`config.mk`:
```
export PLATFORM = sky130hd
export DESIGN_NAME = lsu_mem_access
export DESIGN_NICKNAME = d
export VERILOG_FILES = /design/src/rtl/lsu_mem_access.sv
export SDC_FILE = /design/constraint.sdc
export NUM_CORES = 1
export LEC_CHECK = 0
export BUFFER_PORTS_ARGS = -buffer_cell sky130_fd_sc_hd__buf_2
export CAP_MARGIN = 25
export CORE_MARGIN = 10
export CORE_UTILIZATION = 50
export CTS_CLUSTER_DIAMETER = 200
export DETAILED_ROUTE_END_ITERATION = 6
export PLACE_DENSITY_LB_ADDON = 0.12
export SLEW_MARGIN = 0
export SYNTH_ARGS = -nofsm -noshare
export SYNTH_HDL_FRONTEND = slang
export SYNTH_SLANG_ARGS = --single-unit
```
`constraint.sdc`:
```
create_clock -name clock_in -period 3.1 [get_ports clock_in]
set_clock_uncertainty 0.15 [all_clocks]
set_input_delay 0.62 -clock clock_in [delete_from_list [all_inputs] [get_ports clock_in]]
set_output_delay 0.62 -clock clock_in [all_outputs]
set_load 0.01 [all_outputs]
```
`src/rtl/lsu_mem_access.sv`:
```
// lsu_mem_access: memory-side half of the LSU. Takes an effective address, a
// load/store uOP and store data, and runs a single req/gnt/rvalid access on the
// data-memory port. Stores get lane-replicated write data and byte enables;
// loads get byte/half extraction with sign or zero extension. Misaligned
// accesses, unsupported uOPs and response timeouts end the access with a flag.
// Latency: enable -> done_out is 4 cycles (counting the enable cycle) with zero
//   wait states; every cycle of grant or response delay adds one.
// Backpressure: one access at a time; enable_in is only sampled while
//   busy_out=0, and the port holds its request until mem_gnt_in.
//
// Ports:
//   clock_in, reset_in             clock, async active-low reset
//   enable_in, uop_in, addr_in,    request from the address stage
//   store_data_in
//   busy_out, done_out,            status; done_out and the error flags are
//   misaligned_out, bus_err_out,   one-cycle pulses
//   illegal_out, load_data_out     load result, held until the next load
//   mem_*                          data-memory request/response port
module lsu_mem_access #(
  parameter int unsigned TIMEOUT_CYCLES = 16,
  parameter int unsigned CNT_W          = 5
) (
  input  logic        clock_in,
  input  logic        reset_in,
  input  logic        enable_in,
  input  logic [3:0]  uop_in,
  input  logic [31:0] addr_in,
  input  logic [31:0] store_data_in,
  output logic        busy_out,
  output logic        done_out,
  output logic [31:0] load_data_out,
  output logic        misaligned_out,
  output logic        bus_err_out,
  output logic        illegal_out,
  output logic        mem_req_out,
  output logic        mem_we_out,
  output logic [31:0] mem_addr_out,
  output logic [3:0]  mem_be_out,
  output logic [31:0] mem_wdata_out,
  input  logic        mem_gnt_in,
  input  logic        mem_rvalid_in,
  input  logic [31:0] mem_rdata_in
);

  typedef enum logic [1:0] {
    S_IDLE = 2'd0,
    S_REQ  = 2'd1,
    S_RESP = 2'd2,
    S_DONE = 2'd3
  } state_t;

  localparam logic             TIMEOUT_EN   = (TIMEOUT_CYCLES != 0);
  // Count value seen during the last permitted RESP cycle.
  localparam logic [CNT_W-1:0] TIMEOUT_LAST = CNT_W'(TIMEOUT_CYCLES - 1);

  localparam logic [1:0] SZ_BYTE = 2'd0;
  localparam logic [1:0] SZ_HALF = 2'd1;
  localparam logic [1:0] SZ_WORD = 2'd2;

  state_t           state_q;
  logic [3:0]       uop_q;
  logic [1:0]       off_q;
  logic [CNT_W-1:0] cnt_q;
  logic             busy_q, done_q, mis_q, err_q, ill_q;
  logic [31:0]      load_data_q;
  logic             req_q, we_q;
  logic [31:0]      addr_q, wdata_q;
  logic [3:0]       be_q;

  // Decode of the incoming request (only consumed in IDLE).
  logic        legal_d;
  logic [1:0]  size_d;
  logic        misal_d;
  logic [3:0]  be_d;
  logic [31:0] wdata_d;

  always_comb begin
    legal_d = 1'b1;
    size_d  = SZ_BYTE;
    case (uop_in)
      4'b0001, 4'b0101, 4'b1001: size_d = SZ_BYTE;
      4'b0010, 4'b0110, 4'b1010: size_d = SZ_HALF;
      4'b0011, 4'b1100:          size_d = SZ_WORD;
      default:                   legal_d = 1'b0;
    endcase

    misal_d = 1'b0;
    be_d    = 4'b1111;
    wdata_d = store_data_in;
    case (size_d)
      SZ_BYTE: begin
        be_d    = 4'b0001 << addr_in[1:0];
        wdata_d = {4{store_data_in[7:0]}};
      end
      SZ_HALF: begin
        misal_d = addr_in[0];
        be_d    = addr_in[1] ? 4'b1100 : 4'b0011;
        wdata_d = {2{store_data_in[15:0]}};
      end
      default: begin
        misal_d = (addr_in[1:0] != 2'b00);
      end
    endcase
  end

  // Load extraction from the returned word using the latched address offset.
  logic [7:0]  ld_byte;
  logic [15:0] ld_half;
  logic [31:0] ld_ext;

  always_comb begin
    ld_byte = mem_rdata_in[{off_q, 3'b000} +: 8];
    ld_half = mem_rdata_in[{off_q[1], 4'b0000} +: 16];
    case (uop_q)
      4'b0001: ld_ext = {{24{ld_byte[7]}}, ld_byte};
      4'b0101: ld_ext = {24'h0, ld_byte};
      4'b0010: ld_ext = {{16{ld_half[15]}}, ld_half};
      4'b0110: ld_ext = {16'h0, ld_half};
      default: ld_ext = mem_rdata_in;
    endcase
  end

  always_ff @(posedge clock_in or negedge reset_in) begin
    if (!reset_in) begin
      state_q     <= S_IDLE;
      uop_q       <= 4'h0;
      off_q       <= 2'b00;
      cnt_q       <= '0;
      busy_q      <= 1'b0;
      done_q      <= 1'b0;
      mis_q       <= 1'b0;
      err_q       <= 1'b0;
      ill_q       <= 1'b0;
      load_data_q <= 32'h0;
      req_q       <= 1'b0;
      we_q        <= 1'b0;
      addr_q      <= 32'h0;
      be_q        <= 4'h0;
      wdata_q     <= 32'h0;
    end else begin
      case (state_q)
        S_IDLE: begin
          if (enable_in) begin
            uop_q  <= uop_in;
            off_q  <= addr_in[1:0];
            busy_q <= 1'b1;
            if (!legal_d) begin
              state_q <= S_DONE;
              done_q  <= 1'b1;
              ill_q   <= 1'b1;
            end else if (misal_d) begin
              // Rejected before any bus activity.
              state_q <= S_DONE;
              done_q  <= 1'b1;
              mis_q   <= 1'b1;
            end else begin
              state_q <= S_REQ;
              req_q   <= 1'b1;
              we_q    <= uop_in[3];
              addr_q  <= {addr_in[31:2], 2'b00};
              be_q    <= be_d;
              wdata_q <= wdata_d;
            end
          end
        end

        S_REQ: begin
          // Request fields stay frozen until the grant; the port is then
          // cleared so nothing stale is left on the bus.
          if (mem_gnt_in) begin
            state_q <= S_RESP;
            cnt_q   <= '0;
            req_q   <= 1'b0;
            we_q    <= 1'b0;
            addr_q  <= 32'h0;
            be_q    <= 4'h0;
            wdata_q <= 32'h0;
          end
        end

        S_RESP: begin
          // rvalid is tested first so it wins over a same-cycle timeout.
          if (mem_rvalid_in) begin
            if (!uop_q[3]) load_data_q <= ld_ext;
            state_q <= S_DONE;
            done_q  <= 1'b1;
          end else if (TIMEOUT_EN && (cnt_q == TIMEOUT_LAST)) begin
            state_q <= S_DONE;
            done_q  <= 1'b1;
            err_q   <= 1'b1;
          end else begin
            cnt_q <= cnt_q + CNT_W'(1);
          end
        end

        default: begin
          // DONE: enable_in is ignored here; next request accepted in IDLE.
          state_q <= S_IDLE;
          busy_q  <= 1'b0;
          done_q  <= 1'b0;
          mis_q   <= 1'b0;
          err_q   <= 1'b0;
          ill_q   <= 1'b0;
        end
      endcase
    end
  end

  assign busy_out       = busy_q;
  assign done_out       = done_q;
  assign load_data_out  = load_data_q;
  assign misaligned_out = mis_q;
  assign bus_err_out    = err_q;
  assign illegal_out    = ill_q;
  assign mem_req_out    = req_q;
  assign mem_we_out     = we_q;
  assign mem_addr_out   = addr_q;
  assign mem_be_out     = be_q;
  assign mem_wdata_out  = wdata_q;

endmodule

```
* Word-level counts from Yosys, hierarchy flattened
Index checks and enable logic that the tools add are counted.
** Storage, ports and cells
- Register bits after elaboration :: 120
- Bits in latches :: 0
- Memory bits (writable) :: 0
- ROM bits :: 0
- Output and inout port bits :: 107
- Logic and storage cells :: 127
- Memories kept :: 0
** Operators by class
- $add $sub $neg :: 1
- $mul :: 0
- Divide/modulo/power cells :: 0
- Order comparisons :: 0
- Eq/ne operators :: 27
- Shift-type cells :: 3
- Mux-type cells :: 57
- Bitwise gates (word level) :: 4
- Reductions and logical operators :: 20
** Operator list (number)
- 2-to-1 mux 32 bit :: 7
- one-hot mux 32 bit (2 select lines) :: 3
- one-hot mux 32 bit (4 select lines) :: 1
- indexed part select 32 x 6 -> 16 bit :: 1
- indexed part select 32 x 6 -> 8 bit :: 1
- 2-to-1 mux 4 bit :: 5
- 2-to-1 mux 1 bit :: 19
- != test 2 bit, second input constant :: 9
- equality test 4 x 3 -> 1 bit, second input constant :: 4
- one-hot mux 4 bit (2 select lines) :: 2
- 2-to-1 mux 5 bit :: 3
- one-hot mux 1 bit (2 select lines) :: 7
- equality test 4 x 2 -> 1 bit, second input constant :: 3
- equality test 4 bit, second input constant :: 3
- 2-to-1 mux 2 bit :: 6
- AND reduction 3 bit :: 4
- AND reduction 4 bit :: 3
- one-hot mux 5 bit (2 select lines) :: 1
- equality test 4 x 1 -> 1 bit, second input constant :: 2
- OR reduction 8 bit :: 1
- != test 3 bit, second input constant :: 2
- one-hot mux 2 bit (3 select lines) :: 1
- nonzero test 2 bit :: 3
- OR reduction 2 bit :: 3
- other kinds (12) :: 18

* Logic depth before layout (Yosys ltp)
Gate-level depths: netlist of run 1.
- Depth after elaboration :: 9
- Gate-level depth with buffers :: 8
- Gate-level depth less buffers :: 7

* Worst setup path before layout of run 1
Ideal clock, no wire load.
- Kind :: input-to-reg
- Start point :: in uop_in[2]
- End point :: reg addr_q[29] (netlist: mem_addr_out[29])
- Data arrival time :: 1.977 ns
- Path slack :: 0.848 ns
- Cell stages on the path :: 6
- Path buffers :: 2
- Path through :: buf_2 and4bb_2 o21ai_2 a31o_2 buf_2 mux2_2
** Between the ends
- Word-level cells in the longest chain between the ends :: 7
** RTL lines
- start: declaration :: line 26 : input logic [3:0] uop_in,
- equality test 4 x 2 -> 1 bit (tied with other cells) :: line 80 : case (uop_in)
- OR reduction 3 bit / OR reduction 2 bit (equally long branches) :: line 80
- one-hot mux 2 bit (2 select lines) :: line 80
- equality test 2 x 1 -> 1 bit / zero test 2 bit (equally long branches) :: line 90 : case (size_d)
- one-hot mux 1 bit (2 select lines) :: line 90
- != test 2 bit (no source line)
- AND reduction 5 bit (no source line) *
- end signal: assignment :: line 160 : addr_q <= {addr_in[31:2], 2'b00};
- end: declaration :: line 67 : logic [31:0] addr_q, wdata_q;
Every way passes the cells marked *; elsewhere a longest branch is shown, timed or not.
A chain may end at the register's enable or synchronous reset.

* Worst setup path after layout of run 1
- Start point :: reg state_q[0]
- End point :: reg addr_q[25] (netlist: mem_addr_out[25])
** Between the ends
- Word-level cells in the longest chain between the ends :: 3
** RTL lines
- start: declaration :: line 60 : state_t state_q;
- start signal: assignment :: line 125 : state_q <= S_IDLE;
- start signal: assignment :: line 148 : state_q <= S_DONE;
- start signal: assignment :: line 153 : state_q <= S_DONE;
- equality test 2 x 1 -> 1 bit / zero test 2 bit (equally long branches) :: line 141 : case (state_q)
- != test 2 bit (no source line) / nonzero test 2 bit (equally long branches)
- AND reduction 5 bit (no source line)
Parallel ways exist; a longest one is shown, timed or not.

==> summary.txt, run 1 <==
Yosys
  – Syn avg cell area: 10.77 µm²
  – Post-synthesis compound-gate area fraction: 24.43%
  – Post-synth EDFFs: 0
  – Synth cell types: 58
  – Synth async-reset ratio: 100.0%
  – Post-Synth Simple-Gate Area: 12.89%
  – Most common cell in the synthesized netlist: dfrtp_1
  – Share of Yosys cell area claimed by the top area cell type: 47.77%
  – Largest family of logic cells by synthesized area: compound AO/OA/AOI/OAI gates
  – Ys flop type: dfrtp_1
  – YS warnings: 0
  – Synth cell count leaders: dfrtp_1 (118), nor2b_1 (44), nor2_1 (40)
  – Area leader, netlist: dfrtp_1
  – Post-Synth Adder-Cell Area: 1.377%
  – Xor/xnor cell area share of the yosys netlist: 0%
  – Top cells by area, synth: dfrtp_1 (48%), a22o_1 (5.5%), mux2_2 (4.9%)
  – Mapped Area: 6181 µm²
  – Post-Syn Instances: 574
  – Mux share of post-synthesis cell area: 8.360%
  – Seq/Total Area, Yosys: 47.77%
  – Register bit total from synthesis: 118

Placed design
  – GP Congestion: 0.9174
  – Placed cells: 921
  – Buffers on Ports: 209
  – Hpwl dp: 13.71 mm
  – Area after DPL: 7330 µm²

Die
  – Initial core utilization: 51.24%
  – Full die area: 17,210 µm²
  – Die Wd: 131.2 µm
  – Chip height: 131.2 µm
  – Num ports: 212
  – Core ar.: 12,060 µm²
  – Std-Cell Rows: 40

Pwr
  – Overall power: 7944 µW
  – Maximum VDD drop: 0.0005172 V
  – Leakage power: 0.003914 µW
  – Power density cells: 1006 nW/µm²

Worst setup path
  – CP Launch Type: flop
  – Kind of end point of the critical path: flop
  – Slowest cell on crit path: or3_1
  – CP Cell Sequence: inv_1 > ha_1 > nor2b_1 > or3_1 > a31o_2 > buf_12 > mux2_1
  – Crit path max fanout: 62
  – CP max stage delay: 0.39 ns
  – Critical path arrival: 2.75 ns
  – CP required: 3.23 ns
  – Crit Path Class: reg -> reg

Timing
  – Final setup vio count: 0
  – Setup tns final: 0 ns
  – Worst Tran Pin Value: 0.9995 ns
  – RSZ-0062 raised after global routing: no
  – Max-slew headroom at the worst pin: 33.00%
  – Final min period: 2.615 ns
  – Slew Limit Fails: 0
  – Final period utilization: 84.35%
  – Achievable Freq: 0.3824 GHz
  – Final Hold Viols: 0

Drt
  – Remaining antenna violation count: 0
  – DR DRC count: 0
  – Detailed Routing Iterations Pass 1: 6
  – Vias per cell: 5.733
  – Vias post-DR: 5,464
  – Drt wl/cell: 19.39 µm
  – 1st-iter DRT viols: 429
  – Routed Wire Length: 18.48 mm

Finish
  – Multi-input logic area: 2917 µm²
  – Area delta synth->final: 27.77%
  – Register area: 2953 µm²
  – Nets@finish: 883
  – Layout cells sized above 1: 39.97%
  – Final cell count without fillers: 953
  – Final Cell Area: 7898 µm²
  – Fillers: 987
  – Final Util: 65.48%

CTS
  – TritonCTS clock tree: built
  – Post-CTS Setup Inserts: 0
  – CTS H-tree depth: 4
  – CTS sink cnt: 118
  – Clk_lat worst skew: 0.41 ns
  – Root Driver: clkbuf_16
  – # resized after CTS: 0
  – CTS Buffer Depth: 2
  – CTS clk-pin slew, worst paths: 0.05 ns
  – CTS buffer count: 17
  – Hold Buf Count CTS: 0

Min path
  – Worst hold path class: in -> async

GRT
  – Overall overflow remaining after global route: 0
  – Initial antenna violation count: 2
  – All-Layer GR Usage: 21.46%
  – Largest net degree at the start of global routing: 63
  – Vias in the first global route: 5,729
  – First-pass GRT wire length: 30.48 mm

Run
  – Max Cap Violations: 0

Outcome
  – Outcome: finished, final reports clean
## power breakdown
part | internal [µW] | switching [µW] | leakage (µW)
combinational | 1550 | 1890 | 0.00212
sequential | 2220 | 432 | 0.00151
clock | 1220 | 641 | 0.000279
total | 4990 | 2960 | 0.00391
## through the flow
stage                     hold slack, ns  setup WS [ns]
after CTS                        0.03358         0.5182
after global placement            0.3089         0.5672
after global routing             0.04152         0.2902
final                            0.02355         0.4850
after detailed placement          0.3149         0.4782
after floorplan                   0.1744         0.8483
## registers in the layout (all words and copies together), names as in the netlist, 2 cells and up
| register | count |
|---|---|
| off_q | 2 |
| uop_q | 4 |
| load_data_out | 32 |
| mem_wdata_out | 32 |
| state_q | 2 |
| cnt_q | 5 |
| mem_be_out | 4 |
| mem_addr_out | 30 |
## kinds of logic (layout without fill, tap and decap cells)
family / after synthesis / after routing
multiplexers: 46 / 46
AND/OR/NAND/NOR: 149 / 149
adder cells (fa/ha/maj): 7 / 7
AO/OA/AOI/OAI: 190 / 190
other: 1 / 4
buffers and inverters: 63 / 271
flip-flops: 118 / 118
## metal layers
layer  routed length [µm]  GRT usage, %  vias up
met3                 1775         7.546       30
met4                  384         7.688        0
met5                    0             0        -
li1                     -             -     2542
met2                 8840         33.33      258
met1                 7479         27.02     2634
## area by class of cell
| cell class | count | share of cell area, % |
|---|---|---|
| inverters | 17 | 0.8080 |
| well taps | 168 | 2.662 |
| repair buffers | 224 | 15.02 |
| multi-input cells | 394 | 36.93 |
| diodes | 2 | 0.06337 |
| flip-flops and latches | 118 | 37.39 |
| clock inverters | 3 | 0.5070 |
| clock buffers | 27 | 6.622 |
## final timing paths
check                                             start                             to  slack, ns  cells past startpoint
max                              state_q[0]$_DFFE_PN0P_   mem_addr_out[25]$_DFFE_PN0P_       0.49                      7
min                                            reset_in   load_data_out[2]$_DFFE_PN0P_       0.02                      1
max reg2reg                      state_q[0]$_DFFE_PN0P_   mem_addr_out[25]$_DFFE_PN0P_       0.49                      7
min reg2reg                load_data_out[4]$_DFFE_PN0P_   load_data_out[4]$_DFFE_PN0P_       0.33                      2
max in group asynchronous                      reset_in  mem_wdata_out[11]$_DFFE_PN0P_       1.95                      2
min in group clock_in      load_data_out[4]$_DFFE_PN0P_   load_data_out[4]$_DFFE_PN0P_       0.33                      2
## critical path: cells and delay by family, from the launching register on
kind,cells,cell delay [ns]
mux,1,0.35
buf+inv,2,0.30
fa+ha+maj,1,0.36
simple gates,2,0.60
compound gates,1,0.31
flops,1,0.37
## cells in the final DEF (no fill, tap or decap), types with 3 or more instances in the layout
cell type  netlist  layout
a21o_1           3       3
a21oi_1         32      32
a221o_1         24      24
a221oi_2         8       8
a22o_1          39      39
a22oi_1          9       9
a31oi_1         10      10
a32oi_1          8       8
and3_1           3       3
buf_2           15     208
buf_4            2      14
clkbuf_1        21       4
clkbuf_16        0      17
clkbuf_8         0       6
dfrtp_1        118     118
ha_1             6       6
inv_1           15      15
mux2_1           8       8
mux2_2          27      27
mux2i_1         10      10
nand2_1         24      24
nand2b_1         3       3
nand3_1          3       3
nor2_1          40      40
nor2b_1         44      44
o21ai_0         15      15
o22a_1           3       3
o2bb2ai_1        8       8
o31ai_1         10      10
o32ai_1          7       7
or2_2           17      17
(Power assumes the default switching activity.)
==> run 2: changes to the inputs <==
ABC_AREA = 1   (was default)
clock period = 2.5 ns   (was 3.1 ns; I/O delays follow)
==> run 2 against run 1 <==
Compared with the run above:
- die area increased by 7.1%
- sequential share of layout area decreased by 2.8 points
- first-iteration DRC count decreased by 3.0%
- total power increased by 39%
- combinational power increased by 56%
- final cell count increased by 43%
- count of clock-buffer cells in the layout decreased by 4
- critical path depth unchanged
- synthesized area increased by 8.4%
- critical path type unchanged
- critical endpoint unchanged
==> summary.txt, run 2 <==
Yosys
  – Syn avg cell area: 6.839 µm²
  – Area leader, netlist: dfrtp_1
  – Seq/Total Area, Yosys: 44.05%
  – Post-synthesis compound-gate area fraction: 7.486%
  – Register bit total from synthesis: 118
  – Mapped Area: 6703 µm²
  – Post-Synth Simple-Gate Area: 37.32%
  – Xor/xnor cell area share of the yosys netlist: 0%
  – Synth async-reset ratio: 100.0%
  – Synth cell types: 30
  – Post-Synth Adder-Cell Area: 1.120%
  – YS warnings: 0
  – Largest family of logic cells by synthesized area: simple AND/OR/NAND/NOR gates
  – Mux share of post-synthesis cell area: 0.1493%
  – Ys flop type: dfrtp_1
  – Post-synth EDFFs: 0
  – Synth cell count leaders: nand2_1 (372), nor2_1 (135), dfrtp_1 (118)
  – Post-Syn Instances: 980
  – Top cells by area, synth: dfrtp_1 (44%), nand2_1 (21%), nor2_1 (7.6%)
  – Most common cell in the synthesized netlist: nand2_1
  – Share of Yosys cell area claimed by the top area cell type: 44.05%

Finish
  – Layout cells sized above 1: 23.45%
  – Most frequent cells in the layout: nand2_1 (372), buf_2 (208), nor2_1 (135)
  – Ant diodes: 0
  – Area delta synth->final: 27.42%
  – Nets@finish: 1,289
  – Final cell count without fillers: 1,366
  – Final Util: 64.75%
  – Most common cell after layout, fill and taps aside: nand2_1

Timing
  – Final min period: 2.173 ns
  – Worst Tran Pin Value: 0.6445 ns
  – Final setup vio count: 0
  – Slew Limit Fails: 0
  – Achievable Freq: 0.4603 GHz
  – Setup tns final: 0 ns
  – Fin worst setup slack: 0.3274 ns
  – Max-slew headroom at the worst pin: 57.03%
  – Final Hold Viols: 0
  – Final period utilization: 86.91%
  – RSZ-0062 raised after global routing: no

Die
  – Chip height: 135.8 µm
  – Core ar.: 13,190 µm²
  – Num ports: 212
  – Initial core utilization: 50.82%
  – Std-Cell Rows: 42
  – Die Wd: 135.8 µm
  – Full die area: 18,440 µm²

CTS
  – CTS clk-pin slew, worst paths: 0.05 ns
  – TritonCTS clock tree: built
  – # resized after CTS: 0
  – CTS sink cnt: 118
  – CTS Buffer Depth: 2
  – Root Driver: clkbuf_16
  – CTS H-tree depth: 4
  – Clk_lat worst skew: 0.41 ns
  – CTS buffer count: 17

Drt
  – Vias post-DR: 6,884
  – Vias per cell: 5.040
  – Remaining antenna violation count: 0
  – Detailed Routing Iterations Pass 1: 7
  – DR DRC count: 0
  – 1st-iter DRT viols: 416
  – Drt wl/cell: 14.77 µm
  – Routed Wire Length: 20.18 mm

GRT
  – Vias in the first global route: 6,571
  – First-pass GRT wire length: 32.46 mm
  – Overall overflow remaining after global route: 0
  – Largest net degree at the start of global routing: 69
  – All-Layer GR Usage: 21.76%
  – Initial antenna violation count: 0

Worst setup path
  – CP delay by family, top: simple AND/OR/NAND/NOR gates
  – Slowest cell on crit path: buf_4
  – CP Cell Sequence: inv_1 > ha_2 > nor2_1 > nor3_4 > buf_4 > nand4_1 > nand2_1
  – CP Launch Type: flop
  – Kind of end point of the critical path: flop
  – Crit path max fanout: 39
  – Worst Path Buf+Inv: 2
  – Crit Path Class: reg -> reg
  – CP max stage delay: 0.42 ns
  – R2R depth: 7
  – Critical path arrival: 2.37 ns
  – CP required: 2.70 ns
  – Levels on crit path: 7

Pwr
  – Maximum VDD drop: 0.0007476 V
  – Power density cells: 1289 nW/µm²
  – Leakage power: 0.004928 µW

Placed design
  – Dpl ws: 0.3329 ns
  – Hpwl dp: 14.69 mm
  – GP Congestion: 0.8789
  – Buffers on Ports: 209
  – Placed cells: 1,334

Min path
  – Worst hold path class: in -> reg
  – Hold depth: 3

Outcome
  – Outcome: finished, final reports clean

Run
  – Max Cap Violations: 0
run 2: routing by layer:
layer	global-route usage, %	up-vias	share of wire, %
met1	26.46	3130	42
met4	9.151	0	2.7
met3	6.714	40	8.4
li1	-	3454	-
met5	0	-	0
met2	34.94	260	47
run 2: worst paths after layout:
kind,start,to,slack (ns)
hold reg to reg,mem_addr_out[9]$_DFFE_PN0P_,mem_addr_out[9]$_DFFE_PN0P_,0.31
hold / removal,mem_rdata_in[11],load_data_out[11]$_DFFE_PN0P_,0.22
setup reg to reg,state_q[1]$_DFFE_PN0P_,mem_addr_out[25]$_DFFE_PN0P_,0.33
setup / recovery,state_q[1]$_DFFE_PN0P_,mem_addr_out[25]$_DFFE_PN0P_,0.33
max in group asynchronous,reset_in,mem_addr_out[29]$_DFFE_PN0P_,1.16
min in group asynchronous,reset_in,load_data_out[10]$_DFFE_PN0P_,0.47
run 2: through the flow:
stage	instance area [µm²]	hold slack, ns	power (µW)
after CTS	8541	0.2021	11120
after floorplan	6706	0.05441	6840
after global placement	7954	0.2988	8596
final	8541	0.2242	11010
after detailed placement	7954	0.3031	8696
after global routing	8541	0.2276	11970
run 2: area by class of cell:
class | count | area [µm²]
tap | 176 | 220.2
sequential | 118 | 2953
clock inverter | 8 | 98.84
clock buffer | 23 | 478.0
timing repair buffer | 233 | 1306
multi-input combinational | 705 | 3098
inverter | 103 | 386.6
fill | 1270 | 4649
run 2: cells by family (layout without fill, tap and decap cells):
family / Yosys count / after routing
compound gates: 97 / 97
fa+ha+maj: 6 / 6
buf+inv: 158 / 367
flops: 118 / 118
mux: 1 / 1
other cells: 1 / 2
simple gates: 599 / 599
run 2: repair_timing:
| action | 4_1_cts | 5_1_grt |
|---|---|---|
| setup buffers | 0 | 0 |
| hold endpoints to repair | 37 | 0 |
| hold buffers | 1 | 0 |
run 2: power by group:
group	total (µW)	switching [µW]	internal [µW]
logic	5340	3420	1920
clock network	2380	848	1530
registers	3290	493	2800
run 2: worst reg2reg max path: stages, from the launching register on:
cell	delay [ns]
dfrtp_1	0.41
inv_1	0.09
ha_2	0.34
nor2_1	0.14
nor3_4	0.27
buf_4	0.42
nand4_1	0.18
nand2_1	0.10
==> run 3: changes to the inputs <==
CORE_ASPECT_RATIO = 0.75   (was default)
==> run 3 against run 2 <==
Compared with the run above:
- wire length up 4.1%
- largest cell class unchanged
- total power up 3.1%
- via count about the same
- register-to-register slack worse by 0.11 ns
- critical path depth up 1
- largest power group unchanged
==> summary.txt, run 3 (synthesized netlist as in run 2, its figures left out) <==
Pwr
  – Sequential share of power: 29.1%
  – Share of power burned in combinational logic: 47.7%
  – Int Power: 6434 µW
  – Maximum VDD drop: 0.0008310 V
  – Clock share of power: 23.2%
  – Switching share of power: 43.35%
  – Leakage power: 0.004949 µW
  – Power density cells: 1321 nW/µm²
  – Sw power: 4923 µW

Die
  – Die Wd: 153.7 µm
  – Chip height: 120.3 µm
  – Full die area: 18,480 µm²
  – Initial core utilization: 51.31%
  – Num ports: 212
  – Std-Cell Rows: 36
  – Core ar.: 13,060 µm²

GRT
  – Overall overflow remaining after global route: 0
  – All-Layer GR Usage: 21.96%
  – Vias in the first global route: 6,308
  – First-pass GRT wire length: 33.64 mm
  – Initial antenna violation count: 2
  – Largest net degree at the start of global routing: 69

Timing
  – Max-slew headroom at the worst pin: 54.89%
  – Setup tns final: 0 ns
  – Slew Limit Fails: 0
  – Final period utilization: 91.23%
  – RSZ-0062 raised after global routing: no
  – Final min period: 2.281 ns
  – Final setup vio count: 0
  – Achievable Freq: 0.4384 GHz
  – Final Hold Viols: 0
  – Worst Tran Pin Value: 0.6751 ns
  – Fin worst setup slack: 0.2192 ns

Outcome
  – Outcome: finished, final reports clean

CTS
  – CTS Buffer Depth: 2
  – CTS sink cnt: 118
  – # resized after CTS: 0
  – CTS clk-pin slew, worst paths: 0.06 ns
  – CTS buffer count: 17
  – TritonCTS clock tree: built
  – Root Driver: clkbuf_16
  – Clk_lat worst skew: 0.41 ns
  – Post-CTS Setup Inserts: 0
  – CTS H-tree depth: 4

Drt
  – 1st-iter DRT viols: 644
  – Routed Wire Length: 21.00 mm
  – Vias per cell: 5.042
  – DR DRC count: 0
  – Detailed Routing Iterations Pass 1: 5
  – Remaining antenna violation count: 0
  – Vias post-DR: 6,883
  – Drt wl/cell: 15.39 µm

Worst setup path
  – Crit Path Class: reg -> reg
  – Kind of end point of the critical path: flop
  – Crit path max fanout: 28
  – Reg2reg setup slack: 0.22 ns
  – CP Launch Type: flop
  – CP required: 2.69 ns
  – Critical path arrival: 2.48 ns

Run
  – Max Cap Violations: 0

Placed design
  – Buffers on Ports: 209
  – Dpl ws: 0.06951 ns
  – Hpwl dp: 15.07 mm
  – Placed cells: 1,330
  – GP Congestion: 0.9552

Finish
  – Layout cells sized above 1: 23.83%
  – Area delta synth->final: 28.26%
  – Nets@finish: 1,290
  – Most common cell after layout, fill and taps aside: nand2_1
  – Most frequent cells in the layout: nand2_1 (372), buf_2 (208), nor2_1 (135)
  – Multi-input logic area: 3098 µm²
  – Register area: 2953 µm²
  – Fillers: 1,212
  – Final cell count without fillers: 1,365

Min path
  – Worst hold path class: in -> reg
-- run 3: cell count changes in the layout (fill, tap and decap cells not counted) --
cell | previous run | this run
clkbuf_1 | 3 | 0
buf_12 | 6 | 5
inv_6 | 0 | 2
diode_2 | 0 | 2
clkinv_4 | 1 | 4
buf_4 | 18 | 20
clkbuf_8 | 3 | 1
bufinv_16 | 2 | 4
clkinvlp_4 | 2 | 3
clkinv_2 | 3 | 1
-- run 3: metrics by stage --
stage | hold WS (ns) | total power (µW) | cell area, µm² | util [%]
2_1_floorplan | 0.05441 | 6840 | 6706 | -
3_3_place_gp | 0.3000 | 8655 | 7943 | 60.80
3_5_place_dp | 0.3038 | 8731 | 7943 | 60.80
4_1_cts | 0.2043 | 11420 | 8592 | 65.78
5_1_grt | 0.2092 | 12300 | 8594 | 65.80
6_report | 0.2181 | 11360 | 8597 | 65.81
-- run 3: cell type report --
cell class	count	share of cell area (%)
well taps	171	2.489
repair buffers	234	15.14
flip-flops and latches	118	34.35
inverters	103	4.497
multi-input cells	705	36.04
diodes	2	0.05822
clock buffers	18	5.108
clock inverters	14	2.329
-- run 3: final timing paths --
check,start,end,depth (start not counted)
max,state_q[0]$_DFFE_PN0P_,mem_be_out[2]$_DFFE_PN0P_,8
max in group asynchronous,reset_in,mem_req_out$_DFFE_PN0P_,3
max reg2reg,state_q[0]$_DFFE_PN0P_,mem_be_out[2]$_DFFE_PN0P_,8
min in group asynchronous,reset_in,load_data_out[13]$_DFFE_PN0P_,3
min reg2reg,mem_addr_out[19]$_DFFE_PN0P_,mem_addr_out[19]$_DFFE_PN0P_,2
min,mem_rdata_in[10],load_data_out[10]$_DFFE_PN0P_,3
-- run 3: critical path, cell delays in order (launching register included) --
cell	delay, ns
dfrtp_1	0.41
inv_1	0.10
ha_1	0.27
nor2_1	0.13
nor3_4	0.27
nand2_1	0.13
nor2_4	0.53
nand2_1	0.14
nand2_1	0.09
-- run 3: per-layer routing --
layer	routed length [µm]	global-route usage, %
met5	0	0
met4	180	5.595
met3	1739	6.908
met2	9010	30.60
met1	10070	32.05
-- run 3: power groups by stage --
stage | Sequential (µW) | Clock (µW) | Combinational [µW]
detailed placement | 3310 | 0 | 5420
global placement | 3310 | 0 | 5340
floorplan | 3630 | 0 | 3210
finish | 3310 | 2640 | 5410
global route | 3420 | 2760 | 6120
CTS | 3300 | 2680 | 5440
-- run 3: what timing repair did --
item,in CTS,in global routing
endpoints found under the setup margin,0,0
hold buffers,1,0
endpoints found under the hold margin,118,0
